===== config.mk =====
export PLATFORM = sky130hd
export DESIGN_NAME = acc
export DESIGN_NICKNAME = d
export VERILOG_FILES = /design/src/rtl/acc.sv
export SDC_FILE = /design/constraint.sdc
export NUM_CORES = 1
export LEC_CHECK = 0
export CAP_MARGIN = 20
export CORE_MARGIN = 5
export CORE_UTILIZATION = 30
export CTS_BUF_LIST = sky130_fd_sc_hd__clkbuf_8 sky130_fd_sc_hd__clkbuf_16
export CTS_CLUSTER_DIAMETER = 50
export CTS_CLUSTER_SIZE = 10
export DETAILED_ROUTE_END_ITERATION = 6
export GPL_ROUTABILITY_DRIVEN = 0
export PLACE_DENSITY_LB_ADDON = 0.2
export SYNTH_ARGS = -nofsm -noshare
export SYNTH_HDL_FRONTEND = slang
export SYNTH_SLANG_ARGS = --single-unit

===== constraint.sdc =====
create_clock -name clk -period 12.2 [get_ports clk]
set_clock_uncertainty 0.15 [all_clocks]
set_input_delay 1.22 -clock clk [delete_from_list [all_inputs] [get_ports clk]]
set_output_delay 1.22 -clock clk [all_outputs]
set_load 0.01 [all_outputs]

===== src/rtl/acc.sv =====
// Partial-sum accumulator: one FIFO per systolic-array column that preloads psums, then
// accumulates in place once full; finished sums drain through a registered read port.
`timescale 1ns/1ps
module acc #(
  parameter int unsigned PE_SIZE    = 4,
  parameter int unsigned DATA_WIDTH = 32,
  parameter int unsigned FIFO_DEPTH = 4
) (
  input  logic                          clk,
  input  logic                          rst_n,
  input  logic [PE_SIZE-1:0]            psum_en_i,
  input  logic [PE_SIZE-1:0]            rden_i,
  input  logic [DATA_WIDTH*PE_SIZE-1:0] psum_row_i,
  output logic [DATA_WIDTH*PE_SIZE-1:0] psum_row_o
);

  localparam int unsigned PtrW = $clog2(FIFO_DEPTH);
  localparam int unsigned CntW = PtrW + 1;

  localparam logic [PtrW-1:0] PtrOne  = PtrW'(1);
  localparam logic [CntW-1:0] CntOne  = CntW'(1);
  localparam logic [CntW-1:0] CntFull = CntW'(FIFO_DEPTH);

  for (genvar c = 0; c < PE_SIZE; c++) begin : g_col
    logic [DATA_WIDTH-1:0] mem_q [FIFO_DEPTH];
    logic [PtrW-1:0]       wptr_q;
    logic [PtrW-1:0]       rptr_q;
    logic [CntW-1:0]       count_q;
    logic [DATA_WIDTH-1:0] rd_q;
    logic [DATA_WIDTH-1:0] psum;
    logic [DATA_WIDTH-1:0] head;
    logic                  full;
    logic                  empty;

    assign psum  = psum_row_i[DATA_WIDTH*c +: DATA_WIDTH];
    assign head  = mem_q[rptr_q];
    assign full  = (count_q == CntFull);
    assign empty = (count_q == '0);

    always_ff @(posedge clk or negedge rst_n) begin
      if (!rst_n) begin
        for (int i = 0; i < FIFO_DEPTH; i++) begin
          mem_q[i] <= '0;
        end
        wptr_q  <= '0;
        rptr_q  <= '0;
        count_q <= '0;
        rd_q    <= '0;
      end else if (psum_en_i[c]) begin
        // When full, wptr == rptr: the head is popped and its sum lands at the tail.
        if (full) begin
          mem_q[wptr_q] <= head + psum;
          rptr_q        <= rptr_q + PtrOne;
        end else begin
          mem_q[wptr_q] <= psum;
          count_q       <= count_q + CntOne;
        end
        wptr_q <= wptr_q + PtrOne;
      end else if (rden_i[c] && !empty) begin
        rd_q    <= head;
        rptr_q  <= rptr_q + PtrOne;
        count_q <= count_q - CntOne;
      end
    end

    assign psum_row_o[DATA_WIDTH*c +: DATA_WIDTH] = rd_q;
  end

endmodule


==> summary.md, run 1 <==
| Metric | Value |
|---|---|
| Seq cells post-synth | 668 |
| Syn_area_per_cell | 10.21 um2 |
| Sequential fraction of the synthesis area | 47.52% |
| Die Wd | 352.4 um |
| Sw frac | 40.54% |
| PortBufs | 265 |
| TritonRoute pass-1 iters | 5 |
| Fin crit share | 40.72% |
| Total GRT Usage | 15.73% |
| Via Count | 25987 |
| Final Cell Area | 42970 um2 |
| Most used DFF post-synth | dfrtp_1 |
| CP endpoint kind | flop |
| DR WL/cell | 18.62 um |
| Total gr overflow | 0 |
| Cell count after synthesis | 3446 |
| Crit-path max FO | 20 |
| Peak Freq | 0.2013 GHz |
| Synthesized area | 35180 um2 |
| Crit-path most repeated cell | nand3_1 |
| Clk_lat worst skew | 680 ps |
| Leak Pwr | 18.84 nW |
| Max-cap check violation count | 0 |
| Final-report setup violation count | 0 |
| Dpl cells | 5069 |
| Yosys cell types | 73 |
| RSZ-0062 raised after global routing | false |
| Worst-path clk slew | 60 ps |
| Fillers | 11655 |
| Io pins | 266 |
| Internal power | 8.207 mW |
| Hold Worst Slack | 318.8 ps |
| Req. time, crit path | 12580 ps |
| Layout area overhead | 22.17% |
| Minimum clock period | 4967 ps |
| Initial antenna violation count | 11 |
| Power Density | 321.2 nW/um2 |
| Slowest-stage cell, CP | dfrtp_2 |
| Post-route ant nets | 0 |
| Commonest non-fill, non-tap cell in the layout | dfrtp_1 |
| CP peak stage delay | 760 ps |
| Worst vdd ir | 134.7 uV |
| FFs w/ async S/R, synth | 100.0% |
| Starting DRC count in detailed routing | 1294 |
| Status | complete, no violations |
| # DRC | 0 |
| Mapped Nets | 3732 |
| Post-cts hold buffer count | 0 |
| Final worst slack | 7233 ps |
| Crit Path Class | flop to flop |
| CP Cell Sequence | buf_4, mux4_2, ha_1, a2111oi_4, o31a_1, o211ai_1, nand3_1, a31oi_1, nor2_1, o21ai_0, a311oi_2, mux2i_1, nand3_1 |
| Htree depth | 3 |
| First-pass GRT wire length | 157800 um |
| Slew Limit Fails | 0 |
| Drt total wl | 98140 um |
| Final Core Density | 36.93% |
| Total Power | 13.80 mW |
| TritonCTS buffer count | 106 |
| Synth Warn # | 0 |
| Max_slew headroom | 29.70% |
| Share of post-route cells with drive strength above 1 | 14.39% |
| Least-Margin Pin Slew | 1054 ps |
| Total Nets Final | 3940 |
| Via density | 4.931 |
| Switch Pwr | 5.596 mW |
| Pre-CTS setup slack | 7165 ps |
| PostCTS Resize Cnt | 0 |
| Post-Layout Cell Count | 5270 |
| CP startpoint kind | flop |
| Final Hold Viols | 0 |
| Die area | 124200 um2 |
| Rows | 125 |
| Clock power frac | 21.8% |
| HPWL Detailed | 67690 um |
| Setup repair bufs after CTS | 0 |
| Comb pwr share | 50.2% |
| CTS sink cnt | 668 |
| CP Data Arrival Time | 5350 ps |
| Setup TNS Final | 0 ps |
| CTS Root Cell | clkbuf_16 |
| Reg power frac | 28.0% |
| Starting Density | 30.23% |
| Core area | 116400 um2 |
| TritonCTS clock tree | built |
| Commonest non-fill, non-tap cells in the layout | 663 x dfrtp_1, 602 x nand2_1, 514 x o21ai_0 |
| Die Ht | 352.4 um |
| Largest net degree at the start of global routing | 154 |
| Post-synth EDFFs | 0 |
| Number of global-route vias before repair | 26758 |
| Worst Hold Class | flop to flop |
| Placed Area | 39370 um2 |
| Clk buf depth | 3 |
==> cells by family after synthesis <==
family	Yosys count	share of synthesized area, %
AOI/OAI and AO/OA	945	15.51
DFF	668	47.52
muxes	305	13.73
buffers and inverters	250	2.686
xor gates and xnor gates	112	2.789
and+or+nand+nor	1018	12.33
adders and majority gates	148	5.435
==> synthesized netlist by cell type (20+ instances only) <==
master,n,area [um2]
a21o_1,57,427.9
a21oi_1,196,980.9
a31oi_1,32,200.2
and2_1,22,137.6
and3_1,20,125.1
buf_1,26,97.59
clkbuf_1,174,653.1
dfrtp_1,668,16720
ha_1,140,1752
inv_1,47,176.4
mux2_2,136,1531
mux2i_1,40,400.4
mux4_2,128,2883
nand2_1,621,2331
nand3_1,64,320.3
nand4_1,20,125.1
nor2_1,150,563.0
nor2b_1,28,175.2
nor3_1,42,210.2
o21ai_0,514,2572
xnor2_1,65,569.3
xor2_1,47,411.6
==> worst max-delay path, delay by kind of cell, from the launching register on <==
family	cells	cell delay (ps)
buf+inv	1	510
fa+ha+maj	1	370
simple gates	3	440
compound gates	6	1760
flops	1	760
mux	2	830
==> per-layer routing <==
layer	global-route usage, %	routed length [um]
met3	4.153	5569
met1	20.66	44700
met2	25.74	45340
met4	4.352	2512
met5	0	13
==> path summary, 6_finish.rpt <==
kind                                     from             endpoint  slack (ps)  cells after the start
setup reg to reg           g_col[2].rptr_q[0]   g_col[2].mem_q[61]        7230                     13
min in group asynchronous               rst_n  g_col[2].count_q[0]         430                      1
setup / recovery           g_col[2].rptr_q[0]   g_col[2].mem_q[61]        7230                     13
hold reg to reg            g_col[3].mem_q[39]   g_col[3].mem_q[39]         320                      2
max in group asynchronous               rst_n   g_col[3].rptr_q[1]        9260                      3
hold / removal             g_col[3].mem_q[39]   g_col[3].mem_q[39]         320                      2
==> sequential cells by signal (all words and copies together) (netlist names) <==
register,count
g_col.mem_q,512
g_col.count_q,12
g_col.rd_q,128
g_col.rptr_q,8
g_col.wptr_q,8
==> power by group through the flow <==
stage | combinational (mW) | clock, mW | sequential [mW]
CTS | 7.01 | 3.10 | 3.88
detailed placement | 6.98 | 0 | 3.91
finish | 6.93 | 3.01 | 3.86
floorplan | 5.06 | 0 | 3.74
global route | 7.77 | 3.20 | 4.01
global placement | 6.94 | 0 | 3.89
==> area by class of cell <==
cell class | instances | area (um2) | share of cell area (%)
Antenna cell | 8 | 20.02 | 0.04658
Clock buffer | 121 | 2870 | 6.679
Clock inverter | 71 | 696.9 | 1.622
Inverter | 47 | 176.4 | 0.4105
Multi-Input combinational cell | 2528 | 17570 | 40.88
Sequential cell | 668 | 16720 | 38.91
Tap cell | 1524 | 1907 | 4.437
Timing Repair Buffer | 303 | 3013 | 7.011
No activity file was read; power rests on OpenSTA's default activity.
==> run 2: changes to the inputs <==
==> constraint.sdc (replaced) <==
create_clock -name clk -period 4.5 [get_ports clk]
set_clock_uncertainty 0.15 [all_clocks]
set_input_delay 0.45 -clock clk [delete_from_list [all_inputs] [get_ports clk]]
set_output_delay 0.45 -clock clk [all_outputs]
set_load 0.01 [all_outputs]
==> summary.md, run 2 (synthesis gave the netlist of run 1 again) <==
| Metric | Value |
|---|---|
| Crit-path max FO | 8 (-60%) |
| Clk buf depth | 3 (unchanged) |
| CP Data Arrival Time | 4620 ps (-730 ps) |
| Leak Pwr | 19.06 nW (+1.2%) |
| Die area | 124200 um2 (unchanged) |
| Total Nets Final | 3990 (+1.3%) |
| Final Hold Viols | 0 (unchanged) |
| Diode count | 0 (-8) |
| CP startpoint kind | flop |
| PortBufs | 265 (unchanged) |
| TritonCTS buffer count | 101 (-4.7%) |
| First-pass GRT wire length | 157800 um (about the same) |
| Crit path max-delay family | compound AO/OA/AOI/OAI gates |
| Die Wd | 352.4 um (unchanged) |
| Fin crit share | 94.67% (+54 points) |
| Status | complete, no violations |
| Post-route ant nets | 0 (unchanged) |
| Slowest-stage cell, CP | mux4_2 |
| Die Ht | 352.4 um (unchanged) |
| Setup TNS Final | 0 ps (unchanged) |
| Critical Path Stages | 13 (unchanged) |
| Worst-path clk slew | 60 ps (about the same) |
| Fillers | 11768 (+0.97%) |
| Power Density | 870.3 nW/um2 (+170%) |
| Final-report setup violation count | 0 (unchanged) |
| Commonest non-fill, non-tap cell in the layout | dfrtp_1 |
| Initial antenna violation count | 7 (-4) |
| DR WL/cell | 18.81 um (+1.0%) |
| Htree depth | 3 (unchanged) |
| Slew Limit Fails | 0 (unchanged) |
| Total GRT Usage | 15.79% (+0.064 points) |
| Number of global-route vias before repair | 26740 (-0.067%) |
| # DRC | 0 (unchanged) |
| Peak Freq | 0.2347 GHz (+17%) |
| Total gr overflow | 0 (unchanged) |
| Layout area overhead | 23.32% |
| CTS sink cnt | 668 (unchanged) |
| Via Count | 26234 (+0.95%) |
| Starting DRC count in detailed routing | 1384 (+7.0%) |
| Commonest non-fill, non-tap cells in the layout | 662 x dfrtp_1, 602 x nand2_1, 511 x o21ai_0 |
| Starting Density | 30.23% (unchanged) |
| Drt total wl | 99680 um (+1.6%) |
| Clk_lat worst skew | 660 ps (-20 ps) |
| CP Cell Sequence | buf_4, mux4_2, ha_1, nand4_1, nor2_1, a2111oi_0, o21ai_1, a32o_1, o41a_1, mux2i_1, nor4_1, xnor2_1, o21ai_0 |
| Largest net degree at the start of global routing | 100 (-35%) |
| Max_slew headroom | 31.99% (+2.3 points) |
| Placed Area | 39880 um2 (+1.3%) |
| Worst Hold Class | input pin to asynchronous set/reset pin |
| Crit Path Class | flop to flop |
| Final Cell Area | 43380 um2 (+0.94%) |
| Bufs and invs on worst path | 1 (unchanged) |
| Least-Margin Pin Slew | 1020 ps (-34.39 ps) |
| FF-to-FF path depth | 13 (unchanged) |
| Max-cap check violation count | 0 (unchanged) |
| Largest register FFs | 512 (unchanged) |
| Worst vdd ir | 366.6 uV (+170%) |
| Io pins | 266 (unchanged) |
| Core area | 116400 um2 (unchanged) |
| Multi-input logic area | 17590 um2 (+0.13%) |
| Via density | 4.950 (+0.38%) |
| HPWL Detailed | 70460 um (+4.1%) |
| Register area | 16730 um2 (about the same) |
| Minimum clock period | 4260 ps (-707.5 ps) |
| Rows | 125 (unchanged) |
| Top reg by flops | g_col.mem_q |
| Share of post-route cells with drive strength above 1 | 15.39% (+0.99 points) |
| CTS Root Cell | clkbuf_16 |
| Req. time, crit path | 4860 ps (-7720 ps) |
| CP endpoint kind | flop |
| CP peak stage delay | 540 ps (-220 ps) |
| TritonCTS clock tree | built |
| RSZ-0062 raised after global routing | false |
| TritonRoute pass-1 iters | 5 (unchanged) |
| Top Registers | g_col.mem_q: 512 flops, g_col.rd_q: 128 flops, g_col.count_q: 12 flops |
[run 2: cell count changes in the layout (fill, tap and decap cells not counted), moves of 2 or more]
cell,previous run,this run
buf_12,4,13
buf_4,33,73
buf_6,0,2
buf_8,1,3
clkbuf_16,107,103
clkbuf_8,14,16
clkinv_2,23,12
clkinv_4,8,6
clkinvlp_4,9,7
diode_2,8,0
o21ai_0,514,511
o21ai_1,9,12
o31ai_1,9,7
o31ai_2,0,2
[run 2: area by class of cell]
type,instances,share of cell area [%]
timing repair buffer,358,8.261
sequential,668,38.56
clock buffer,119,6.449
inverter,47,0.4067
multi-input combinational,2528,40.55
clock inverter,56,1.379
tap,1524,4.396
[run 2: where the power goes]
group	internal, mW	leakage [nW]	switching (mW)	total, mW
registers	8.80	8.35	1.62	10.4
logic	8.77	9.02	10.7	19.4
clock network	4.93	1.70	2.95	7.89
total	22.5	19.1	15.2	37.8
[run 2: repair_timing]
| item | 4_1_cts | 5_1_grt |
|---|---|---|
| hold buffers | 1 | 0 |
| buffers inserted | 0 | 0 |
| resized for setup | 0 | 13 |
| endpoints found under the setup margin | 0 | 46 |
| endpoints found under the hold margin | 84 | 0 |
[run 2: path summary, 6_finish.rpt]
check / slack, ps / start / endpoint
worst max-delay path: 240 / g_col[3].rptr_q[0] / g_col[3].mem_q[31]
worst min-delay path: 320 / rst_n / g_col[2].mem_q[103]
worst max register to register: 240 / g_col[3].rptr_q[0] / g_col[3].mem_q[31]
worst min register to register: 320 / g_col[2].mem_q[39] / g_col[2].mem_q[39]
max in group asynchronous: 2770 / rst_n / g_col[0].mem_q[103]
min in group clk: 320 / g_col[2].mem_q[39] / g_col[2].mem_q[39]
[run 2: metal layers]
layer	vias to the layer above	share of wire [%]	track usage [%]
met5	-	0.012	0
met4	2	2.0	3.832
met3	126	4.2	2.958
met2	446	47	25.75
met1	12814	47	21.81
li1	12846	-	-
[run 2: through the flow]
stage          util, %  setup WS (ps)  hold WS (ps)  instances  power [mW]
3_3_place_gp     34.23          190.7         302.7       5119       29.78
2_1_floorplan        -          18.00         4.409       3446       23.85
4_1_cts          37.20          123.2         308.8       5297       38.11
5_1_grt          37.28         0.1159         340.9       5300       40.75
6_report         37.28          240.0         316.1       5300       37.75
3_5_place_dp     34.27          149.2         307.4       5121       29.97
[run 2: worst reg2reg max path, delay by kind of cell (launching register included)]
| family | cells | cell delay [ps] |
|---|---|---|
| adders and majority gates | 1 | 420 |
| DFF | 1 | 530 |
| xor gates and xnor gates | 1 | 230 |
| AOI/OAI and AO/OA | 5 | 1350 |
| buffers and inverters | 1 | 210 |
| and+or+nand+nor | 3 | 550 |
| muxes | 2 | 680 |
==> run 3: changes to the inputs <==
--- a/config.mk
+++ b/config.mk
@@ -6,6 +6,7 @@
 export NUM_CORES = 1
 export LEC_CHECK = 0
 export CAP_MARGIN = 20
+export CORE_ASPECT_RATIO = 1.2
 export CORE_MARGIN = 5
 export CORE_UTILIZATION = 30
 export CTS_BUF_LIST = sky130_fd_sc_hd__clkbuf_8 sky130_fd_sc_hd__clkbuf_16
==> summary.md, run 3 (synthesis gave the netlist of run 1 again) <==
| Metric | Value |
|---|---|
| Via density | 4.950 (about the same) |
| RSZ-0062 raised after global routing | false |
| PortBufs | 265 (unchanged) |
| Clk buf depth | 3 (unchanged) |
| Die Ht | 385.1 um (+9.3%) |
| Drt total wl | 99250 um (-0.44%) |
| Number of global-route vias before repair | 27201 (+1.7%) |
| Die Wd | 322.6 um (-8.5%) |
| Core area | 116400 um2 (about the same) |
| CP startpoint kind | flop |
| Worst Hold Class | input pin to asynchronous set/reset pin |
| Total gr overflow | 0 (unchanged) |
| Top reg by flops | g_col.mem_q |
| Post-Layout Cell Count | 5283 (-0.32%) |
| Crit Path Class | flop to flop |
| Met2 Resource Use GR | 27.87% (+2.1 points) |
| Final worst slack | 254.7 ps (+14.65 ps) |
| Share of post-route cells with drive strength above 1 | 14.79% (-0.60 points) |
| Total Nets Final | 3981 (-0.23%) |
| CP peak stage delay | 580 ps (+40 ps) |
| Starting Density | 30.22% (about the same) |
| Fin crit share | 94.34% (-0.33 points) |
| Final-report setup violation count | 0 (unchanged) |
| Starting DRC count in detailed routing | 1282 (-7.4%) |
| Slew Limit Fails | 0 (unchanged) |
| # DRC | 0 (unchanged) |
| Minimum clock period | 4245 ps (-14.65 ps) |
| Top Registers | g_col.mem_q: 512 flops, g_col.rd_q: 128 flops, g_col.count_q: 12 flops |
| Largest net degree at the start of global routing | 91 (-9.0%) |
| Worst-path clk slew | 60 ps (about the same) |
| Io pins | 266 (unchanged) |
| Dpl cells | 5122 (+0.020%) |
| CTS Root Cell | clkbuf_16 |
| TritonCTS clock tree | built |
| Crit-path max FO | 15 (+7) |
| Leak Pwr | 18.93 nW (-0.69%) |
| Crit-path most repeated cell | o21ai_0 |
| CP Cell Sequence | buf_12, mux4_2, ha_1, nor3_1, or3_1, o21a_1, o41ai_4, a21oi_2, o21ai_0, o31ai_1, xnor2_1, mux2i_1, o21ai_0 |
| Pre-CTS setup slack | 115.5 ps (-33.75 ps) |
| Commonest non-fill, non-tap cell in the layout | dfrtp_1 |
| First-pass GRT wire length | 157200 um (-0.39%) |
| Status | complete, no violations |
| Via Count | 26153 (-0.31%) |
| Most used routing layer | met2 |
| GR Util met3 | 2.662% (-0.30 points) |
| Rows | 137 (+9.6%) |
| Max-cap check violation count | 0 (unchanged) |
| Setup TNS Final | 0 ps (unchanged) |
| Initial antenna violation count | 7 (unchanged) |
| Post-route ant nets | 0 (unchanged) |
| Layout area overhead | 22.46% |
| CTS sink cnt | 668 (unchanged) |
| Max_slew headroom | 29.70% (-2.3 points) |
| Total GRT Usage | 15.93% (+0.14 points) |
| HPWL Detailed | 71100 um (+0.90%) |
| Clk_lat worst skew | 690 ps (+30 ps) |
| Die area | 124200 um2 (about the same) |
| Htree depth | 3 (unchanged) |
| GR Layer Usage met1 | 20.14% (-1.7 points) |
| TritonRoute pass-1 iters | 5 (unchanged) |
| Worst vdd ir | 476.4 uV (+30%) |
| Power Density | 866.3 nW/um2 (-0.45%) |
| Commonest non-fill, non-tap cells in the layout | 664 x dfrtp_1, 603 x nand2_1, 513 x o21ai_0 |
| Largest register FFs | 512 (unchanged) |
| DR WL/cell | 18.79 um (-0.12%) |
| CP Data Arrival Time | 4590 ps (-30 ps) |
| TritonCTS buffer count | 94 (-6.9%) |
| Peak Freq | 0.2356 GHz (+0.35%) |
| CP endpoint kind | flop |
| Least-Margin Pin Slew | 1055 ps (+34.43 ps) |
| Req. time, crit path | 4850 ps (about the same) |
| Final Hold Viols | 0 (unchanged) |
| Slowest-stage cell, CP | dfrtp_1 |
run 3: critical path: cells and delay by family (launching register included):
kind,cells,cell delay [ps]
XOR/XNOR,1,130
flip-flops,1,580
adder cells (fa/ha/maj),1,410
buffers and inverters,1,230
AO/OA/AOI/OAI,6,1430
multiplexers,2,650
AND/OR/NAND/NOR,2,480
run 3: worst paths after layout:
| kind | startpoint | to | slack [ps] | depth (start not counted) |
|---|---|---|---|---|
| hold / removal | rst_n | g_col[2].mem_q[87] | 220 | 2 |
| setup reg to reg | g_col[1].rptr_q[1] | g_col[1].mem_q[125] | 250 | 13 |
| setup / recovery | g_col[1].rptr_q[1] | g_col[1].mem_q[125] | 250 | 13 |
| max in group asynchronous | rst_n | g_col[0].mem_q[69] | 2920 | 3 |
| hold reg to reg | g_col[2].mem_q[39] | g_col[2].mem_q[39] | 320 | 2 |
| min in group clk | g_col[2].mem_q[39] | g_col[2].mem_q[39] | 320 | 2 |
run 3: repair_timing:
action / CTS / global route
endpoints found under the hold margin: 69 / 0
setup buffers: 0 / 4
hold buffers: 1 / 0
setup endpoints to repair: 0 / 39
gates resized for setup: 0 / 9
run 3: per-stage QoR:
step	cell area, um2	utilization (%)	power [mW]	hold WS (ps)
3_5_place_dp	39820	34.21	29.95	308.0
4_1_cts	42980	36.93	37.72	198.1
5_1_grt	43080	37.01	40.39	271.1
6_report	43080	37.01	37.32	216.8
3_3_place_gp	39820	34.21	29.81	302.6
2_1_floorplan	35180	-	23.85	4.409
run 3: power breakdown:
group          internal (mW)  switching [mW]
Clock                   4.68            2.85
Sequential              8.80            1.58
Combinational           8.75            10.7
Total                   22.2            15.1
run 3: layer usage:
metal  share of wire [%]  up-vias
met4                 2.6        4
met1                  44    12778
met5               0.033        -
met3                 3.9      142
li1                    -    12795
met2                  50      434
run 3: area by class of cell:
| class | count | area, um2 |
|---|---|---|
| fillers | 11591 | 73310 |
| multi-input cells | 2528 | 17600 |
| flip-flops and latches | 668 | 16730 |
| repair buffers | 356 | 3513 |
| clock buffers | 108 | 2556 |
| well taps | 1529 | 1913 |
| clock inverters | 46 | 594.3 |
| inverters | 47 | 176.4 |
| diodes | 1 | 2.502 |
